File: src/rtl/seq_detect_prog.sv
// Programmable serial bit-sequence detector with a Mealy match flag, its registered
// copy, overlapping/non-overlapping modes and a saturating match counter.
module seq_detect_prog #(
    parameter int MAX_LEN = 8,
    parameter int LEN_W   = 4,
    parameter int CNT_W   = 8
) (
    input  logic               clk,
    input  logic               rst,
    input  logic               x,
    input  logic               in_valid,
    input  logic               cfg_load,
    input  logic [MAX_LEN-1:0] cfg_pat,
    input  logic [LEN_W-1:0]   cfg_len,
    input  logic               cfg_ovl,
    input  logic               cnt_clr,
    output logic               z,
    output logic               z_q,
    output logic [CNT_W-1:0]   match_cnt,
    output logic [LEN_W-1:0]   fill
);

    localparam logic [LEN_W-1:0]   MAX_LEN_L = LEN_W'(MAX_LEN);
    localparam logic [MAX_LEN-1:0] RST_PAT   = MAX_LEN'(3'b101);
    localparam logic [LEN_W-1:0]   RST_LEN   = LEN_W'(3);

    logic [MAX_LEN-1:0] pat_q, pat_d;
    logic [LEN_W-1:0]   len_q, len_d;
    logic               ovl_q, ovl_d;
    logic [MAX_LEN-2:0] hist_q, hist_d;
    logic [LEN_W-1:0]   fill_q, fill_d;
    logic [CNT_W-1:0]   cnt_q, cnt_d;
    logic               z_d;

    logic [MAX_LEN-1:0] w_s;
    logic [MAX_LEN-1:0] mask_s;
    logic               fill_ok_s;

    // Match evaluation: compare only the low len bits of the window, gated by enough history.
    always_comb begin
        w_s    = {hist_q, x};
        mask_s = {MAX_LEN{1'b0}};
        for (int i = 0; i < MAX_LEN; i++) begin
            mask_s[i] = (i < int'(len_q));
        end
        fill_ok_s = (({1'b0, fill_q} + {{LEN_W{1'b0}}, 1'b1}) >= {1'b0, len_q});
        z = in_valid & ~cfg_load & ~rst & (len_q != {LEN_W{1'b0}}) & fill_ok_s
            & (((w_s ^ pat_q) & mask_s) == {MAX_LEN{1'b0}});
    end

    // Next-state logic for configuration, history, fill and counter.
    always_comb begin
        pat_d  = pat_q;
        len_d  = len_q;
        ovl_d  = ovl_q;
        hist_d = hist_q;
        fill_d = fill_q;
        cnt_d  = cnt_q;
        z_d    = z;
        if (cfg_load) begin
            pat_d  = cfg_pat;
            len_d  = (cfg_len > MAX_LEN_L) ? MAX_LEN_L : cfg_len;
            ovl_d  = cfg_ovl;
            hist_d = {(MAX_LEN-1){1'b0}};
            fill_d = {LEN_W{1'b0}};
        end else if (in_valid) begin
            hist_d = w_s[MAX_LEN-2:0];
            // A non-overlapping match discards all history so no bit is reused.
            if (z && !ovl_q) begin
                fill_d = {LEN_W{1'b0}};
            end else if (fill_q == MAX_LEN_L) begin
                fill_d = fill_q;
            end else begin
                fill_d = fill_q + {{(LEN_W-1){1'b0}}, 1'b1};
            end
        end else begin
            hist_d = hist_q;
        end
        if (cnt_clr) begin
            cnt_d = {CNT_W{1'b0}};
        end else if (z && (cnt_q != {CNT_W{1'b1}})) begin
            cnt_d = cnt_q + {{(CNT_W-1){1'b0}}, 1'b1};
        end else begin
            cnt_d = cnt_q;
        end
    end

    // State registers with synchronous reset to the "101" overlapping configuration.
    always_ff @(posedge clk) begin
        if (rst) begin
            pat_q  <= RST_PAT;
            len_q  <= RST_LEN;
            ovl_q  <= 1'b1;
            hist_q <= {(MAX_LEN-1){1'b0}};
            fill_q <= {LEN_W{1'b0}};
            cnt_q  <= {CNT_W{1'b0}};
            z_q    <= 1'b0;
        end else begin
            pat_q  <= pat_d;
            len_q  <= len_d;
            ovl_q  <= ovl_d;
            hist_q <= hist_d;
            fill_q <= fill_d;
            cnt_q  <= cnt_d;
            z_q    <= z_d;
        end
    end

    assign match_cnt = cnt_q;
    assign fill      = fill_q;

endmodule

File: config.mk
export PLATFORM = sky130hd
export DESIGN_NAME = seq_detect_prog
export DESIGN_NICKNAME = d
export VERILOG_FILES = /design/src/rtl/seq_detect_prog.sv
export SDC_FILE = /design/constraint.sdc
export NUM_CORES = 1
export LEC_CHECK = 0
export CORE_MARGIN = 2
export CORE_UTILIZATION = 30
export CTS_CLUSTER_DIAMETER = 200
export CTS_CLUSTER_SIZE = 20
export DETAILED_ROUTE_END_ITERATION = 8
export PLACE_DENSITY = 0.59
export SETUP_SLACK_MARGIN = 0.02
export SLEW_MARGIN = 25
export SYNTH_ARGS = -nofsm -noshare
export SYNTH_HDL_FRONTEND = slang
export SYNTH_SLANG_ARGS = --single-unit
File: constraint.sdc
create_clock -name clk -period 2.35 [get_ports clk]
set_input_delay 0.705 -clock clk [delete_from_list [all_inputs] [get_ports clk]]
set_output_delay 0.705 -clock clk [all_outputs]
set_load 0.03 [all_outputs]
==> results.md, run 1 <==
| Metric | Value | Unit |
| --- | --- | --- |
| Result of the run | finished, violations left | - |
| Failing checks | negative setup slack | - |
| Area occupied by registers | 672 | sq um |
| Final min period | 2550 | ps |
| Post-Syn Area per Cell | 9.09 | sq um |
| Total global routing overflow | 0 | - |
| Area fraction in and, or, nand and nor cells after synthesis | 0.172 | - |
| Max-slew violations | 0 | - |
| Post-synthesis adder-cell area fraction | 0.0524 | - |
| First DRT Iteration DRCs | 36 | - |
| Deepest clock path buffer count | 2 | - |
| Post-route setup TNS | -196 | ps |
| Commonest non-fill, non-tap cell in the layout | sky130_fd_sc_hd__dfxtp_1 | - |
| Die span in y | 78.7 | microns |
| Net total in the final layout | 249 | - |
| Area enclosed by the die boundary | 0.00619 | sq mm |
| Startpoint Class | flip-flop | - |
| Total Routing Usage GR | 0.128 | - |
| Biggest area consumer among synthesized cells | sky130_fd_sc_hd__dfxtp_1 | - |
| Crit path largest cell delay | 400 | ps |
| Number of placed I/O pins | 33 | - |
| Post-synth top flop | sky130_fd_sc_hd__dfxtp_1 | - |
| Multi-input gate area | 0.00100 | sq mm |
| TritonCTS clock tree | done | - |
| Async S/R FF share, synth | 0 | - |
| EDFF count, synth | 0 | - |
| Path type of the worst setup path | flip-flop to output port | - |
| Sum of routed wire length over all layers | 3.73 | mm |
| Biggest area contributors in the synthesized netlist | sky130_fd_sc_hd__dfxtp_1 39%, sky130_fd_sc_hd__mux2i_1 9.0%, sky130_fd_sc_hd__ha_1 5.2% | - |
| First-pass iteration count of the detailed router | 4 | - |
| Routability Congestion | 0.735 | - |
| Area added between synthesis and finish | 39.0 | % |
| Slew Limit Headroom | 0.760 | - |
| Share of the cycle needed by the critical path after routing | 1.08 | - |
| Yosys reg bits | 33 | - |
| Library cell used as clock root buffer | sky130_fd_sc_hd__clkbuf_8 | - |
| Sinks on the clock net | 33 | - |
| Antenna diode count | 0 | - |
| Maximum number of pins on one net before global-route repair | 19 | - |
| Top-area cell type share of the netlist area | 0.395 | - |
| Post-synthesis cell type count | 41 | - |
| Number of levels in the clock H-tree | 2 | - |
| Maximum vdd ir drop | 0.268 | mV |
| Final ANT Viol Nets | 0 | - |
| Mux share of post-synthesis cell area | 0.0898 | - |
| Dominant combinational cell family by area after synthesis | compound AO/OA/AOI/OAI gates | - |
| Post-synthesis instance total | 184 | - |
| Top library cells by usage in the layout, fill and taps aside | 30 x sky130_fd_sc_hd__dfxtp_1, 27 x sky130_fd_sc_hd__clkdlybuf4s50_1, 22 x sky130_fd_sc_hd__nor2_1, 15 x sky130_fd_sc_hd__mux2i_1 | - |
| Maximum clock frequency | 393 | MHz |
| Endpoints failing hold | 0 | - |
| DRC | 0 | - |
| Post-synthesis share of cell area spent on xor and xnor gates | 0.0524 | - |
| Cell repeated most along the worst path | sky130_fd_sc_hd__ha_4 | - |
| Crit path required time | 1640 | ps |
| Critical Path End Type | output port | - |
| Maximum net fanout on the critical path | 5 | - |
| Post-synthesis net count | 210 | - |
| Count of warnings emitted by yosys | 0 | - |
| Horizontal die dimension | 78.7 | microns |
| Total number of vias | 1421 | - |
| Post-Synthesis Cell Area | 0.00167 | sq mm |
| Unrepaired setup endpoints after global routing | yes | - |
| Placed cell count | 287 | - |
| Detail-routed net length per standard cell | 12.6 | microns |
| Via-per-instance ratio | 4.80 | - |
| Data arrival time at the worst-slack endpoint | 1840 | ps |
| Site Rows | 27 | - |
| Worst-Skew Late Latency | 280 | ps |
| Count of placed standard cells in the final layout, fillers left out | 296 | - |
| Post-route setup slack | -196 | ps |
| Max stage delay cell, worst path | sky130_fd_sc_hd__dfxtp_4 | - |
| First-pass GRT wire length | 6.17 | mm |
| Transition time of the tightest slew-check pin | 356 | ps |
| Total CTS buffers | 5 | - |
| Detailed placement HPWL | 2.68 | mm |
| Compound-cell area share of the yosys netlist | 0.174 | - |
| Number of buffers added on ports | 32 | - |
| Part of the Yosys area used for sequential elements | 0.395 | - |
| Chain of cells forming the critical path | inv_2 > ha_4 > ha_4 > a211oi_2 > o21ai_1 > nand3_2 > clkinvlp_4 > buf_6 | - |
| CTS hold repair buffers | 0 | - |
| Number of antenna violations at the first check in global routing | 0 | - |
| Pre-CTS setup slack | -447 | ps |
| Via count of the first global-routing pass | 1299 | - |
| Area of the placeable core | 0.00544 | sq mm |
| Class of the most critical hold timing path | flip-flop to flip-flop | - |
| Pleak | 0.890 | nW |
| Initial Util | 0.308 | - |
| Fraction of layout instances using a drive strength above 1 | 0.205 | - |
| Fill cell instance count of the final layout | 547 | - |
| Clock slew at the register clock pins of the worst setup and hold paths | 70 | ps |
| Number of max-capacitance violations reported | 0 | - |
| Final setup viols | 1 | - |
| Clock Skews | 2.55 | ps |
| Power density cells | 570 | mW/mm^2 |
| Tightest hold margin | 513 | ps |
## metal layers
metal / GRT usage / share of wire / wire, microns
met1: 0.178 / 0.50 / 1880
met2: 0.183 / 0.44 / 1660
met3: 0.0368 / 0.036 / 136
met4: 0.0579 / 0.015 / 56
met5: 0 / 0 / 0
## sequential cells by signal, summed over array words and instances, names as in the netlist
name and cells:
fill 4, match_cnt 8, pat_q 8, z_q 1, ovl_q 1, len_q 4, hist_q 7
## critical path: cells and delay by family (launching register included)
family | cells | cell delay (ps)
AOI/OAI and AO/OA | 2 | 280
adders and majority gates | 2 | 480
buffers and inverters | 3 | 290
DFF | 1 | 400
and+or+nand+nor | 1 | 100
## timing repair
action                     CTS  global route
pin swaps                    8             5
resized for setup           13             5
setup endpoints to repair    5             2
cloned                       0             0
setup buffers                1             0
## final timing paths
| kind | startpoint | endpoint | slack [ps] | depth (start not counted) |
|---|---|---|---|---|
| setup / recovery | fill[0] | z | -200 | 8 |
| hold / removal | match_cnt[4] | match_cnt[4] | 510 | 1 |
| setup reg to reg | fill[0] | match_cnt[5] | 120 | 9 |
| hold reg to reg | match_cnt[4] | match_cnt[4] | 510 | 1 |
## report_power, final
part           switching, mW  total (mW)  leakage [nW]  internal [mW]
Sequential            0.0194       0.592         0.271          0.573
Combinational         0.0648       0.148         0.553         0.0830
Clock                  0.208       0.586        0.0663          0.378
## logic make-up after synthesis
logic type               after synthesis
AND/OR/NAND/NOR                       57
AO/OA/AOI/OAI                         43
flip-flops                            33
buffers and inverters                 19
multiplexers                          15
XOR/XNOR                              10
adder cells (fa/ha/maj)                7
## cells in the mapped netlist, drive strengths merged, types with 5 or more instances
cell and number:
xnor2 8, clkbuf 7, nand2 10, inv 9, a21oi 9, mux2i 15, dfxtp 33, nand3 5
o21ai 12, ha 7, nor2 23
## metrics by stage
| stage | power [mW] | utilization | instance area [sq um] |
|---|---|---|---|
| global placement | 0.740 | 0.387 | 2110 |
| global route | 1.39 | 0.428 | 2330 |
| finish | 1.33 | 0.428 | 2330 |
| CTS | 1.34 | 0.422 | 2300 |
| floorplan | 0.686 | - | 1720 |
| detailed placement | 0.741 | 0.387 | 2110 |
## final cells by class
class / count / share of cell area
Tap cell: 72 / 0.0387
Clock buffer: 6 / 0.0403
Sequential cell: 33 / 0.289
Clock inverter: 2 / 0.0151
Timing Repair Buffer: 42 / 0.170
Inverter: 9 / 0.0161
Multi-Input combinational cell: 132 / 0.431
No activity file was read; power rests on OpenSTA's default activity.
==> inputs of run 2 (changes only) <==
--- a/config.mk
+++ b/config.mk
@@ -5,6 +5,7 @@
 export SDC_FILE = /design/constraint.sdc
 export NUM_CORES = 1
 export LEC_CHECK = 0
+export CORE_ASPECT_RATIO = 1.2
 export CORE_MARGIN = 2
 export CORE_UTILIZATION = 30
 export CTS_CLUSTER_DIAMETER = 200
==> results.md, run 2 (synthesized netlist as in run 1, its figures left out) <==
| Metric | Value | Unit | Change |
| --- | --- | --- | --- |
| Most used routing layer in global routing | met2 | - |  |
| Transition time of the tightest slew-check pin | 338 | ps | -17.7 ps |
| Routability Congestion | 0.846 | - | +15% |
| Site Rows | 29 | - | +7.4% |
| Met3 layer usage reported by global route | 0.0317 | - | -0.00505 |
| Area enclosed by the die boundary | 0.00619 | sq mm | about the same |
| Result of the run | finished, violations left | - |  |
| TritonCTS clock tree | done | - |  |
| Final min period | 2520 | ps | -22.7 ps |
| Power density cells | 529 | mW/mm^2 | -7.3% |
| Post-route setup TNS | -173 | ps | +22.7 ps |
| First-pass iteration count of the detailed router | 4 | - | unchanged |
| Number of antenna violations at the first check in global routing | 0 | - | unchanged |
| Maximum clock frequency | 396 | MHz | +0.90% |
| Sinks on the clock net | 33 | - | unchanged |
| Area added between synthesis and finish | 35.7 | % |  |
| Class of the most critical hold timing path | flip-flop to flip-flop | - |  |
| Detailed placement HPWL | 2.72 | mm | +1.7% |
| Crit path required time | 1640 | ps | about the same |
| Maximum number of pins on one net before global-route repair | 19 | - | unchanged |
| Clock Skews | 6.12 | ps | +3.57 ps |
| Slew Limit Headroom | 0.772 | - | +0.0124 |
| Final ANT Viol Nets | 0 | - | unchanged |
| Number of levels in the clock H-tree | 2 | - | unchanged |
| Maximum vdd ir drop | 0.313 | mV | +17% |
| Failing checks | negative setup slack | - |  |
| Maximum net fanout on the critical path | 6 | - | +1 |
| Endpoints failing hold | 0 | - | unchanged |
| Library cell used as clock root buffer | sky130_fd_sc_hd__clkbuf_8 | - |  |
| Pleak | 0.874 | nW | -1.9% |
| Total CTS buffers | 5 | - | unchanged |
| Data arrival time at the worst-slack endpoint | 1820 | ps | -20 ps |
| Total Routing Usage GR | 0.132 | - | +0.00357 |
| DRC | 0 | - | unchanged |
| Via count of the first global-routing pass | 1352 | - | +4.1% |
| Via-per-instance ratio | 4.87 | - | +1.5% |
| Number of placed I/O pins | 33 | - | unchanged |
| Number of max-capacitance violations reported | 0 | - | unchanged |
| Final instance area | 0.00227 | sq mm | -2.4% |
| Multi-input gate area | 975 | sq um | -2.7% |
| First-pass GRT wire length | 6.31 | mm | +2.4% |
| Global-route met2 utilization | 0.201 | - | +0.0181 |
| Number of buffers added on ports | 32 | - | unchanged |
| Deepest clock path buffer count | 2 | - | unchanged |
| Path type of the worst setup path | flip-flop to output port | - |  |
| Detail-routed net length per standard cell | 13.0 | microns | +3.4% |
| Initial Util | 0.314 | - | +0.00606 |
| Fraction of layout instances using a drive strength above 1 | 0.199 | - | -0.00624 |
| First DRT Iteration DRCs | 56 | - | +56% |
| Net total in the final layout | 251 | - | +0.80% |
| Fill cell instance count of the final layout | 564 | - | +3.1% |
| Area of the placeable core | 0.00533 | sq mm | -1.9% |
| Post-route setup slack | -173 | ps | +22.7 ps |
| Worst-Skew Late Latency | 280 | ps | about the same |
| Final setup viols | 1 | - | unchanged |
| Top library cells by usage in the layout, fill and taps aside | 30 x sky130_fd_sc_hd__dfxtp_1, 27 x sky130_fd_sc_hd__clkdlybuf4s50_1, 22 x sky130_fd_sc_hd__nor2_1, 15 x sky130_fd_sc_hd__mux2i_1, 12 x sky130_fd_sc_hd__buf_4 | - |  |
| Tightest hold margin | 509 | ps | -3.38 ps |
| Total global routing overflow | 0 | - | unchanged |
| Horizontal die dimension | 72.2 | microns | -8.3% |
| Sum of routed wire length over all layers | 3.75 | mm | +0.56% |
| Die span in y | 85.8 | microns | +9.1% |
| Area occupied by registers | 672 | sq um | unchanged |
| Grt met1 use | 0.176 | - | -0.00116 |
| Total number of vias | 1403 | - | -1.3% |
| Post-detailed-placement cell area | 0.00211 | sq mm | +0.12% |
| Critical Path End Type | output port | - |  |
| Max-slew violations | 0 | - | unchanged |
| Antenna diode count | 0 | - | unchanged |
| Startpoint Class | flip-flop | - |  |
| Clock slew at the register clock pins of the worst setup and hold paths | 70 | ps | about the same |
| Commonest non-fill, non-tap cell in the layout | sky130_fd_sc_hd__dfxtp_1 | - |  |
| Share of the cycle needed by the critical path after routing | 1.07 | - | -0.00967 |
| Unrepaired setup endpoints after global routing | yes | - |  |
| Utilization after layout | 0.426 | - | -0.00213 |
[run 2: layout make-up]
cell class | count | share of cell area
Inverter | 9 | 0.0165
Clock inverter | 1 | 0.00221
Tap cell | 62 | 0.0342
Sequential cell | 33 | 0.296
Timing Repair Buffer | 44 | 0.179
Clock buffer | 7 | 0.0424
Multi-Input combinational cell | 132 | 0.429
[run 2: critical path, stage by stage, from the launching register on]
cell and delay, ps:
sky130_fd_sc_hd__dfxtp_4 400, sky130_fd_sc_hd__inv_2 50, sky130_fd_sc_hd__ha_4 270, sky130_fd_sc_hd__ha_4 190, sky130_fd_sc_hd__a211oi_2 170, sky130_fd_sc_hd__o21ai_1 110
sky130_fd_sc_hd__nand3_2 110, sky130_fd_sc_hd__clkinvlp_4 100, sky130_fd_sc_hd__buf_6 140
[run 2: final timing paths]
kind / to / startpoint / slack, ps / depth (start not counted)
max: z / fill[0] / -170 / 8
min: match_cnt[4] / match_cnt[4] / 510 / 1
max reg2reg: match_cnt[5] / fill[0] / 130 / 9
min reg2reg: match_cnt[4] / match_cnt[4] / 510 / 1
[run 2: per-stage QoR]
stage / cells / power (mW) / setup slack (ps)
after floorplan: 184 / 0.686 / 33.5
after global placement: 279 / 0.743 / -454
after detailed placement: 279 / 0.746 / -450
after CTS: 288 / 1.22 / -204
after global routing: 288 / 1.26 / -252
final: 288 / 1.20 / -173
[run 2: power by group]
part	total (mW)	internal (mW)	switching, mW
Clock	0.464	0.264	0.199
Combinational	0.146	0.0808	0.0654
Sequential	0.590	0.573	0.0167
[run 2: per-layer routing]
layer / wire length, microns / up-vias
li1: - / 740
met1: 1810 / 628
met2: 1730 / 28
met3: 130 / 7
met4: 74 / 0
met5: 0 / -
[run 2: timing repair]
action                     in CTS  in global routing
setup endpoints to repair       6                  4
hold buffers                    0                  0
buffers inserted                2                  0
pin swaps                       7                  1
gates resized for setup         9                  5
==> variant: new RTL, config.mk and constraints of run 2 <==
The output `z_q` loses its register stage (`z_q` becomes a continuous assignment).
--- a/src/rtl/seq_detect_prog.sv
+++ b/src/rtl/seq_detect_prog.sv
@@ -96,3 +96,2 @@
             cnt_q  <= {CNT_W{1'b0}};
-            z_q    <= 1'b0;
         end else begin
@@ -104,5 +103,6 @@
             cnt_q  <= cnt_d;
-            z_q    <= z_d;
         end
     end
+
+    assign z_q = z_d;
 
Formal check against the unedited RTL: not equivalent (Yosys sat finds a counterexample within 4 cycles, from zero or initial values and one cycle with rst high).
==> variant against run 2 <==
The flow still finishes with violations (setup timing); via count rose by 5.1%; cell area rose by 7.2%; sequential share of layout area fell by 2.7 points; worst setup slack got worse by 0.012 ns; critical endpoint is now z_q; area after synthesis fell by 1.9%; sequential cell count fell by 1; routed wire length fell by 0.11%.
Power is not compared: it rests on default switching activity, and its combinational part moved more than twofold at a synthesized area within 25%.
==> variant: results (changes against run 2) <==
| Step | Quantity | This run | Change |
|:---|:---|:---|:---|
| outcome | Status | finished, violations left | unchanged |
| outcome | Violations in the final reports | setup timing | unchanged |
| grt | Global-route total usage across every layer | 13.2% | about the same |
| timing | Accumulated negative setup slack | -0.371 ns | was -0.173 ns |
| route | Vias per cell | 4.98 | was 4.87 |
| route | Total wire length after detailed routing | 3.75 mm | about the same |
| synth | Part of the Yosys area used for sequential elements | 39.0% | was 39.5% |
| grt | Global-route wire length before repair | 6.36 mm | was 6.31 mm |
| synth | Compound-gate portion of the synthesized area | 18.8% | was 17.4% |
| synth | Area share of xor/xnor cells in the synthesized design | 5.87% | was 5.24% |
| synth | Top cells by area in the synthesized netlist | sky130_fd_sc_hd__dfxtp_1 (39%), sky130_fd_sc_hd__mux2i_1 (8.5%), sky130_fd_sc_hd__ha_1 (5.3%) | was sky130_fd_sc_hd__dfxtp_1 (39%), sky130_fd_sc_hd__mux2i_1 (9.0%), sky130_fd_sc_hd__ha_1 (5.2%) |
| synth | Synth cell types | 37 | was 41 |
| cells and area | Number of standard cells in the layout, taps in and fillers out | 296 | was 288 |
| synth | Commonest cells in the netlist | sky130_fd_sc_hd__dfxtp_1 (32), sky130_fd_sc_hd__nor2_1 (18), sky130_fd_sc_hd__mux2i_1 (14), sky130_fd_sc_hd__o21ai_0 (12), sky130_fd_sc_hd__a21oi_1 (11) | was sky130_fd_sc_hd__dfxtp_1 (33), sky130_fd_sc_hd__nor2_1 (22), sky130_fd_sc_hd__mux2i_1 (15), sky130_fd_sc_hd__o21ai_0 (12), sky130_fd_sc_hd__nand2_1 (10) |
| synth | Multiplexer share of the synthesized area | 8.54% | was 8.98% |
| timing | Slack of the critical path | -0.185 ns | was -0.173 ns |
| placement | Cell Count Post-Placement | 285 | was 279 |
| placement | Placement-stage cell area | 2130 sq um | was 2110 sq um |
| synth | Mean post-synth cell area | 8.92 sq um | was 9.09 sq um |
| critical path | Largest delay share family, worst path | compound AO/OA/AOI/OAI gates | was adder cells |
| synth | Adder-Cell Fraction of Synth Area | 5.34% | was 5.24% |
| cells and area | Final net count | 259 | was 251 |
| timing | Worst Tran Pin Value | 0.344 ns | was 0.338 ns |
| grt | Vias in the first global route | 1433 | was 1352 |
| timing | # setup viols final | 2 | was 1 |
| cells and area | Fraction of final layout cells with drive strength greater than 1 | 26.5% | was 19.9% |
| route | Iteration-0 DRC count of the detailed router | 40 | was 56 |
variant: path summary, 6_finish.rpt:
| path | start | endpoint | slack, ns | cells past startpoint |
|---|---|---|---|---|
| hold / removal | match_cnt[5] | match_cnt[5] | 0.52 | 2 |
| setup / recovery | x | z_q | -0.19 | 7 |
| setup reg to reg | fill[0] | match_cnt[5] | 0.11 | 9 |
| hold reg to reg | match_cnt[5] | match_cnt[5] | 0.52 | 2 |
variant: metal layers:
layer	share of wire (%)	vias to the layer above	track usage (%)
li1	-	754	-
met1	43	677	15.0
met2	51	36	22.7
met3	4.7	7	3.68
met4	1.6	0	5.83
met5	0	-	0
variant: layout make-up:
cell class / count / area [sq um]
inverter: 10 / 40.0
timing repair buffer: 52 / 480
multi-input combinational: 132 / 1050
clock buffer: 7 / 96.3
clock inverter: 1 / 30.0
tap: 62 / 77.6
sequential: 32 / 656
fill: 531 / 2860
